===== src/rtl/add_serial_arb_pkg.sv =====
// Shared types and constants for the serial-adder arbiter.
// Build option: ADD_SERIAL_ARB_PRIO_EN selects fixed priority.
package add_serial_arb_pkg;

    localparam int W          = 8;
    localparam int ADD_CYCLES = 8;

    typedef enum logic [1:0] {
        S_IDLE = 2'd0,
        S_LOAD = 2'd1,
        S_RUN  = 2'd2,
        S_RESP = 2'd3
    } state_t;

endpackage


===== src/rtl/add_serial_arb_rr_pick.sv =====
// Combinational rotating picker: first requester at or after ptr_i.
// With ptr_i tied to zero it degenerates to lowest-index priority.
module rr_pick #(
    parameter int NREQ = 4,
    parameter int IW   = 2
) (
    input  logic [NREQ-1:0] req_i,
    input  logic [IW-1:0]   ptr_i,
    output logic [NREQ-1:0] gnt_o,
    output logic [IW-1:0]   idx_o,
    output logic            any_o
);

    always_comb begin
        gnt_o = '0;
        idx_o = '0;
        any_o = 1'b0;
        for (int k = 0; k < NREQ; k++) begin
            if (!any_o && req_i[(int'(ptr_i) + k) % NREQ]) begin
                any_o = 1'b1;
                idx_o = IW'((int'(ptr_i) + k) % NREQ);
            end
        end
        if (any_o) begin
            gnt_o = NREQ'(1) << idx_o;
        end
    end

endmodule


===== src/rtl/add_serial_arb.sv =====
// Shares one serial adder among NREQ requesters, counting its busy cycles.
// ADD_SERIAL_ARB_PRIO_EN: fixed priority (lowest index) instead of round robin.
module add_serial_arb #(
    parameter int NREQ       = 4,
    parameter int W          = add_serial_arb_pkg::W,
    parameter int ADD_CYCLES = add_serial_arb_pkg::ADD_CYCLES
) (
    input  logic              clk,
    input  logic              rst,
    input  logic [NREQ-1:0]   req_valid,
    input  logic [NREQ*W-1:0] req_a,
    input  logic [NREQ*W-1:0] req_b,
    output logic [NREQ-1:0]   req_ready,
    output logic [NREQ-1:0]   rsp_valid,
    output logic [W-1:0]      rsp_sum,
    output logic              busy,
    output logic              add_en,
    output logic [W-1:0]      add_a,
    output logic [W-1:0]      add_b,
    input  logic [W-1:0]      add_out
);

    import add_serial_arb_pkg::*;

    localparam int IW = (NREQ > 1) ? $clog2(NREQ) : 1;
    localparam int CW = (ADD_CYCLES > 1) ? $clog2(ADD_CYCLES) : 1;

    state_t          state_q, state_d;
    logic [CW-1:0]   cnt_q, cnt_d;
    logic [IW-1:0]   idx_q, idx_d;
    logic [W-1:0]    a_q, a_d;
    logic [W-1:0]    b_q, b_d;
    logic [NREQ-1:0] rsp_valid_q, rsp_valid_d;
    logic [W-1:0]    rsp_sum_q, rsp_sum_d;
    logic [IW-1:0]   ptr;

    logic [NREQ-1:0] pick_gnt;
    logic [IW-1:0]   pick_idx;
    logic            pick_any;

`ifdef ADD_SERIAL_ARB_PRIO_EN
    assign ptr = '0;
`else
    logic [IW-1:0] ptr_q, ptr_d;
    assign ptr = ptr_q;
`endif

    rr_pick #(
        .NREQ (NREQ),
        .IW   (IW)
    ) u_pick (
        .req_i (req_valid),
        .ptr_i (ptr),
        .gnt_o (pick_gnt),
        .idx_o (pick_idx),
        .any_o (pick_any)
    );

    always_comb begin
        state_d     = state_q;
        cnt_d       = cnt_q;
        idx_d       = idx_q;
        a_d         = a_q;
        b_d         = b_q;
        rsp_valid_d = '0;
        rsp_sum_d   = rsp_sum_q;
        req_ready   = '0;
`ifndef ADD_SERIAL_ARB_PRIO_EN
        ptr_d       = ptr_q;
`endif
        unique case (state_q)
            S_IDLE: begin
                if (pick_any) begin
                    req_ready = pick_gnt;
                    idx_d     = pick_idx;
                    a_d       = req_a[int'(pick_idx)*W +: W];
                    b_d       = req_b[int'(pick_idx)*W +: W];
                    state_d   = S_LOAD;
`ifndef ADD_SERIAL_ARB_PRIO_EN
                    ptr_d = (pick_idx == IW'(NREQ-1)) ?
                            '0 : pick_idx + IW'(1);
`endif
                end
            end
            S_LOAD: begin
                cnt_d   = '0;
                state_d = S_RUN;
            end
            // The adder has no done flag; its ADD phase length is fixed.
            S_RUN: begin
                if (cnt_q == CW'(ADD_CYCLES-1)) begin
                    state_d = S_RESP;
                end else begin
                    cnt_d = cnt_q + CW'(1);
                end
            end
            S_RESP: begin
                rsp_sum_d   = add_out;
                rsp_valid_d = NREQ'(1) << idx_q;
                state_d     = S_IDLE;
            end
            default: state_d = S_IDLE;
        endcase
    end

    always_ff @(posedge clk) begin
        if (rst) begin
            state_q     <= S_IDLE;
            cnt_q       <= '0;
            idx_q       <= '0;
            a_q         <= '0;
            b_q         <= '0;
            rsp_valid_q <= '0;
            rsp_sum_q   <= '0;
`ifndef ADD_SERIAL_ARB_PRIO_EN
            ptr_q       <= '0;
`endif
        end else begin
            state_q     <= state_d;
            cnt_q       <= cnt_d;
            idx_q       <= idx_d;
            a_q         <= a_d;
            b_q         <= b_d;
            rsp_valid_q <= rsp_valid_d;
            rsp_sum_q   <= rsp_sum_d;
`ifndef ADD_SERIAL_ARB_PRIO_EN
            ptr_q       <= ptr_d;
`endif
        end
    end

    assign add_en    = (state_q == S_LOAD);
    assign add_a     = a_q;
    assign add_b     = b_q;
    assign busy      = (state_q != S_IDLE);
    assign rsp_valid = rsp_valid_q;
    assign rsp_sum   = rsp_sum_q;

endmodule


===== config.mk =====
export PLATFORM = sky130hd
export DESIGN_NAME = add_serial_arb
export DESIGN_NICKNAME = d
export VERILOG_FILES = /design/src/rtl/add_serial_arb_pkg.sv /design/src/rtl/add_serial_arb_rr_pick.sv /design/src/rtl/add_serial_arb.sv
export SDC_FILE = /design/constraint.sdc
export NUM_CORES = 1
export LEC_CHECK = 0
export ABC_AREA = 1
export ABC_CLOCK_PERIOD_IN_PS = 5500
export CAP_MARGIN = 15
export CORE_MARGIN = 2
export CORE_UTILIZATION = 35
export CTS_CLUSTER_DIAMETER = 100
export DETAILED_ROUTE_END_ITERATION = 12
export GPL_TIMING_DRIVEN = 0
export HOLD_SLACK_MARGIN = 0.12
export PLACE_DENSITY = 0.68
export SLEW_MARGIN = 20
export SYNTH_ARGS = -nofsm -noshare
export SYNTH_HDL_FRONTEND = slang
export SYNTH_SLANG_ARGS = --single-unit

===== constraint.sdc =====
create_clock -name clk -period 5.5 [get_ports clk]
set_clock_uncertainty 0.1 [all_clocks]
set_input_delay 1.1 -clock clk [delete_from_list [all_inputs] [get_ports clk]]
set_output_delay 1.1 -clock clk [all_outputs]
set_load 0.05 [all_outputs]

==> results of run 1 <==
## flip-flops by register name, indices dropped and copies added (netlist names)
signal and count:
add_a 8, add_b 8, cnt_q 3, idx_q 2, ptr 2, rsp_sum 8
rsp_valid 4, state_q 2
## through the flow
stage	util (%)	setup slack, ps	area [µm²]
after floorplan	-	1300	2630
after global placement	53.2	664	3860
after detailed placement	53.2	602	3860
after CTS	54.4	599	3950
after global routing	54.4	429	3950
final	54.4	594	3950
## power by group through the flow
stage,Clock [µW],Combinational [µW],Sequential (µW)
2_1_floorplan,0,1040,593
3_3_place_gp,0,1670,400
3_5_place_dp,0,1690,401
4_1_cts,195,1690,396
5_1_grt,204,1860,404
6_report,190,1690,396
## routing by layer
layer / up-vias / GRT usage [%]
met2: 100 / 32.6
li1: 1587 / -
met5: - / 0
met4: 0 / 4.74
met1: 1334 / 24.1
met3: 7 / 3.34
## logic make-up after synthesis
logic type	after synthesis	synth area share, %
buf+inv	125	20.6
fa+ha+maj	7	3.34
compound gates	24	4.72
simple gates	243	43.1
flops	37	28.2
## cells in the final DEF, fill, tap and decap left out, types with 8 or more instances in the layout
| cell type | count |
|---|---|
| nand2_1 | 84 |
| nor2_1 | 59 |
| inv_1 | 98 |
| dfxtp_1 | 37 |
| nand3_1 | 57 |
| a21oi_1 | 8 |
| nand4_1 | 32 |
| clkdlybuf4s50_1 | 111 |
| o21ai_0 | 13 |
| buf_2 | 10 |
## final cells by class
type                       instances  area [µm²]
inverter                         102         383
clock buffer                       5        68.8
multi-input combinational        274        1340
fill                             731        3310
tap                               99         124
sequential                        37         741
timing repair buffer             111        1110
clock inverter                     3        17.5
buffer                            23         159
## path summary, 6_finish.rpt
path / endpoint / slack [ps] / cells after the start
hold / removal: rsp_valid[0] / 340 / 1
setup / recovery: req_ready[3] / 590 / 14
hold reg to reg: rsp_valid[0] / 340 / 1
setup reg to reg: ptr[1] / 3310 / 12
==> impl_metrics.py, run 1 <==
metrics = {
    "sta": {
        "grt_setup_unrepaired": "false",
        "fin_crit_ps": 4910,
        "whs_ps": 343,
        "worst_pin_slew_ps": 569,
        "max_slew_margin_pct": 62.1,
        "finalHoldViolCount": 0,
        "slew_violations": 0,
        "period_share_pct": 89.2,
        "tns_ps": 0,
        "fmax_mhz": 204,
        "finalSetupViolCount": 0,
    },
    "placed_design": {
        "dpl.hpwl_um": 6190,
        "dp.cells": 646,
        "io_buffers": 111,
        "place.gp.congestion": 0.849,
    },
    "setup_path": {
        "crit_buf_inv": 6,
        "cp_max_fo": 10,
        "path_class": "input pin to primary output",
        "crit_slowest_cell": "clkdlybuf4s50_1",
        "crit_path_start": "req_valid[0]",
        "critPathCaptureType": "primary output",
        "startpoint_type": "input pin",
        "slowest_delay_ps": 810,
        "crit_chain": "clkdlybuf4s50_1, inv_1, nand2_1, nand3_1, nand2_1, nor2_4, nand3_1, nand3_2, buf_6, buf_6, ha_1, inv_1, nor2_1, clkdlybuf4s50_1",
        "worstReg2RegStart": "ptr[0]",
        "path_delay_family": "buffers and inverters",
        "arrival_ps": 3710,
        "cp_data_required_time_ps": 4300,
    },
    "die": {
        "core_um2": 7250,
        "fp-row-count": 31,
        "die-height_um": 90.6,
        "initial_core_util_pct": 36.2,
        "fp.dieArea_um2": 8210,
        "ios": 112,
        "fp.dieW_um": 90.6,
    },
    "detailed_routing": {
        "via_per_inst": 4.63,
        "dr_wl_met2_um": 3660,
        "vias": 3028,
        "post_drt_wl_per_cell_um": 11.9,
        "drt_iter0_drc": 126,
        "drc": 0,
        "highest_layer": "met4",
        "route.met3.wl_um": 436,
        "drt-pass1-iter-count": 4,
        "drt-total-wl_um": 7780,
        "ant_nets": 0,
        "wl_met1_um": 3610,
    },
    "final_layout": {
        "final_nets": 639,
        "antenna_cells": 0,
        "syn2layout_area_growth_pct": 50.3,
        "fin_cells": 654,
        "drive_gt1_share_pct": 7.21,
    },
    "global_route": {
        "antenna_found_initial": 0,
        "grt_pass1_vias": 2840,
        "grt_max_degree": 13,
        "grt_pass1_wl_um": 12800,
        "grt.overflow.total": 0,
        "track_usage_pct": 18.8,
    },
    "synthesis": {
        "seq_area_frac_synth_pct": 28.2,
        "synth.most_common_cell": "inv_1",
        "avgSynthCellArea_um2": 6.02,
        "synth-edff-count": 0,
        "synth_cells": 436,
        "synth_common_cells": "inv_1, nand2_1, nor2_1",
        "synthArstFlopShare_pct": 0,
        "syn-num-nets": 521,
        "synth_top_area_share_pct": 28.2,
        "synthDistinctLibCells": 26,
        "synthTopCellsByArea": "dfxtp_1, inv_1, nand2_1",
        "synth_ff_type": "dfxtp_1",
        "syn-cell-area_um2": 2630,
        "ys_seq_elements": 37,
        "yosys.area.top_type": "dfxtp_1",
        "yosys_warnings": 0,
    },
    "clock_network": {
        "cts_post_setup_buffers_inserted": 0,
        "clock_path_buffers": 2,
        "htreeDepth": 2,
        "cts_tree": "yes",
        "clock_latency_ps": 290,
        "cts_buffers": 5,
        "post_cts_resized": 0,
        "cts_num_sinks": 37,
        "postCtsHoldBufs": 0,
        "clkTransAtPathRegs_ps": 80,
        "root_buffer": "clkbuf_8",
    },
    "pwr": {
        "power_uw": 2270,
        "p_seq_share_pct": 17.4,
        "p_sw_share_pct": 54.1,
        "p_switching_uw": 1230,
        "power.density_nw_per_um2": 576,
        "intPower_uw": 1040,
        "vdd_drop_max_mv": 0.212,
        "comb_power_share_pct": 74.2,
        "clockPowerShare_pct": 8.4,
        "leakagePower_uw": 0.00205,
    },
    "run_status": {
        "status": "finished clean",
    },
    "min_path": {
        "min_from": "idx_q[0]",
        "min_path_type": "register to register",
    },
    "flow_run": {
        "max-cap-violations": 0,
    },
}
No activity file was read; power rests on OpenSTA's default activity.
==> inputs of run 2 (changes only) <==
Settings changed: ABC_CLOCK_PERIOD_IN_PS 5500 to not set, CORE_MARGIN 2 to not set.
==> impl_metrics.py, run 2 (same netlist as run 1, synthesis figures left out) <==
metrics = {
    "placed_design": {
        "dpl.hpwl_um": 6020,
        "place.gp.congestion": 0.842,
        "dpl-instance-area_um2": 3860,
        "io_buffers": 111,
        "preCtsSetupSlack_ps": 641,
    },
    "final_layout": {
        "fin_area_um2": 3980,
        "nFillCells": 739,
        "final_nets": 639,
        "final_common_cell": "clkdlybuf4s50_1",
        "antenna_cells": 0,
        "final_cell_mix": "clkdlybuf4s50_1, inv_1, nand2_1, nor2_1, nand3_1",
        "syn2layout_area_growth_pct": 51.6,
        "fin_util_pct": 54.9,
        "drive_gt1_share_pct": 7.21,
    },
    "min_path": {
        "min_path_type": "register to register",
        "whs_path_depth": 1,
    },
    "detailed_routing": {
        "drc": 0,
        "vias": 3111,
        "post_drt_wl_per_cell_um": 11.8,
        "drt_iter0_drc": 176,
        "via_per_inst": 4.76,
        "ant_nets": 0,
        "drt-pass1-iter-count": 4,
        "drt-total-wl_um": 7690,
    },
    "sta": {
        "finalSetupViolCount": 0,
        "fin_crit_ps": 4840,
        "fin_ws_ps": 664,
        "worst_pin_slew_ps": 588,
        "slew_violations": 0,
        "max_slew_margin_pct": 60.8,
        "finalHoldViolCount": 0,
        "period_share_pct": 87.9,
        "fmax_mhz": 207,
        "grt_setup_unrepaired": "false",
        "tns_ps": 0,
    },
    "pwr": {
        "vdd_drop_max_mv": 0.276,
        "power.density_nw_per_um2": 589,
        "leakagePower_uw": 0.00206,
    },
    "setup_path": {
        "worstReg2RegStart": "ptr[0]",
        "path_class": "input pin to primary output",
        "endpoint": "req_ready[3]",
        "reg2reg_slack_ps": 3310,
        "cp_data_required_time_ps": 4300,
        "crit_path_start": "req_valid[1]",
        "rr_worst_depth": 12,
        "arrival_ps": 3640,
        "cp_max_fo": 10,
        "timing.rr.end": "ptr[1]",
        "startpoint_type": "input pin",
        "critPathCaptureType": "primary output",
    },
    "flow_run": {
        "max-cap-violations": 0,
    },
    "global_route": {
        "grt.overflow.total": 0,
        "grt_pass1_vias": 2827,
        "antenna_found_initial": 0,
        "grt_pass1_wl_um": 12400,
        "track_usage_pct": 20.2,
        "grt_max_degree": 13,
    },
    "clock_network": {
        "cts_post_setup_buffers_inserted": 0,
        "clkTransAtPathRegs_ps": 80,
        "postCtsHoldBufs": 0,
        "post_cts_resized": 0,
        "clock_path_buffers": 2,
        "htreeDepth": 2,
        "root_buffer": "clkbuf_8",
        "cts_num_sinks": 37,
        "clock_latency_ps": 280,
        "cts_buffers": 5,
        "cts_tree": "yes",
    },
    "die": {
        "core_um2": 7250,
        "initial_core_util_pct": 36.2,
        "die-height_um": 88.6,
        "ios": 112,
        "fp.dieW_um": 88.6,
        "fp.dieArea_um2": 7850,
        "fp-row-count": 31,
    },
    "run_status": {
        "status": "finished clean",
    },
}
-- run 2: cell types whose count changed in the layout (fill, tap and decap cells not counted) --
cell / before / now
clkinv_2: 2 / 0
bufinv_16: 0 / 1
clkbuf_8: 5 / 6
-- run 2: where the power goes --
part	internal, µW	switching [µW]
logic	607	1090
clock network	148	102
registers	351	46.5
-- run 2: worst min-delay path by stage --
stage | start | end
after floorplan | idx_q[0] | rsp_valid[0]
after global placement | idx_q[0] | rsp_valid[2]
after detailed placement | idx_q[0] | rsp_valid[0]
after CTS | idx_q[0] | rsp_valid[0]
after global routing | idx_q[0] | rsp_valid[2]
final | idx_q[0] | rsp_valid[0]
-- run 2: worst max-delay path: stages --
cell and delay, ps:
clkdlybuf4s50_1 410, inv_1 70, nand2_1 70, nand3_1 100
nand2_1 120, nor2_4 160, nand3_1 90, nand3_2 100
buf_6 160, buf_6 150, ha_1 140, inv_1 30
nor2_1 100, clkdlybuf4s50_1 810
-- run 2: layer usage --
layer,vias to the layer above,share of wire (%),GRT usage [%]
li1,1591,-,-
met1,1391,44,26.0
met2,119,48,33.6
met3,10,6.6,3.36
met4,0,1.2,7.77
met5,-,0,0
-- run 2: cell type report --
| type | count | area [µm²] | share of cell area [%] |
|---|---|---|---|
| tap | 99 | 124 | 3.11 |
| timing repair buffer | 111 | 1110 | 27.9 |
| inverter | 102 | 383 | 9.62 |
| multi-input combinational | 274 | 1340 | 33.7 |
| clock buffer | 6 | 82.6 | 2.07 |
| sequential | 37 | 741 | 18.6 |
| clock inverter | 2 | 37.5 | 0.943 |
| buffer | 23 | 159 | 3.99 |
-- run 2: per-stage QoR --
step / hold WS [ps] / total power (µW) / cells
finish: 355 / 2340 / 654
global route: 364 / 2540 / 654
CTS: 356 / 2350 / 654
detailed placement: 337 / 2090 / 646
global placement: 328 / 2070 / 646
floorplan: 314 / 1630 / 436
==> inputs of run 3 (changes only) <==
Settings changed: SLEW_MARGIN 20 to not set.
==> results of run 3 <==
Same layout as run 2: the final DEF is identical, and so are final timing and power.
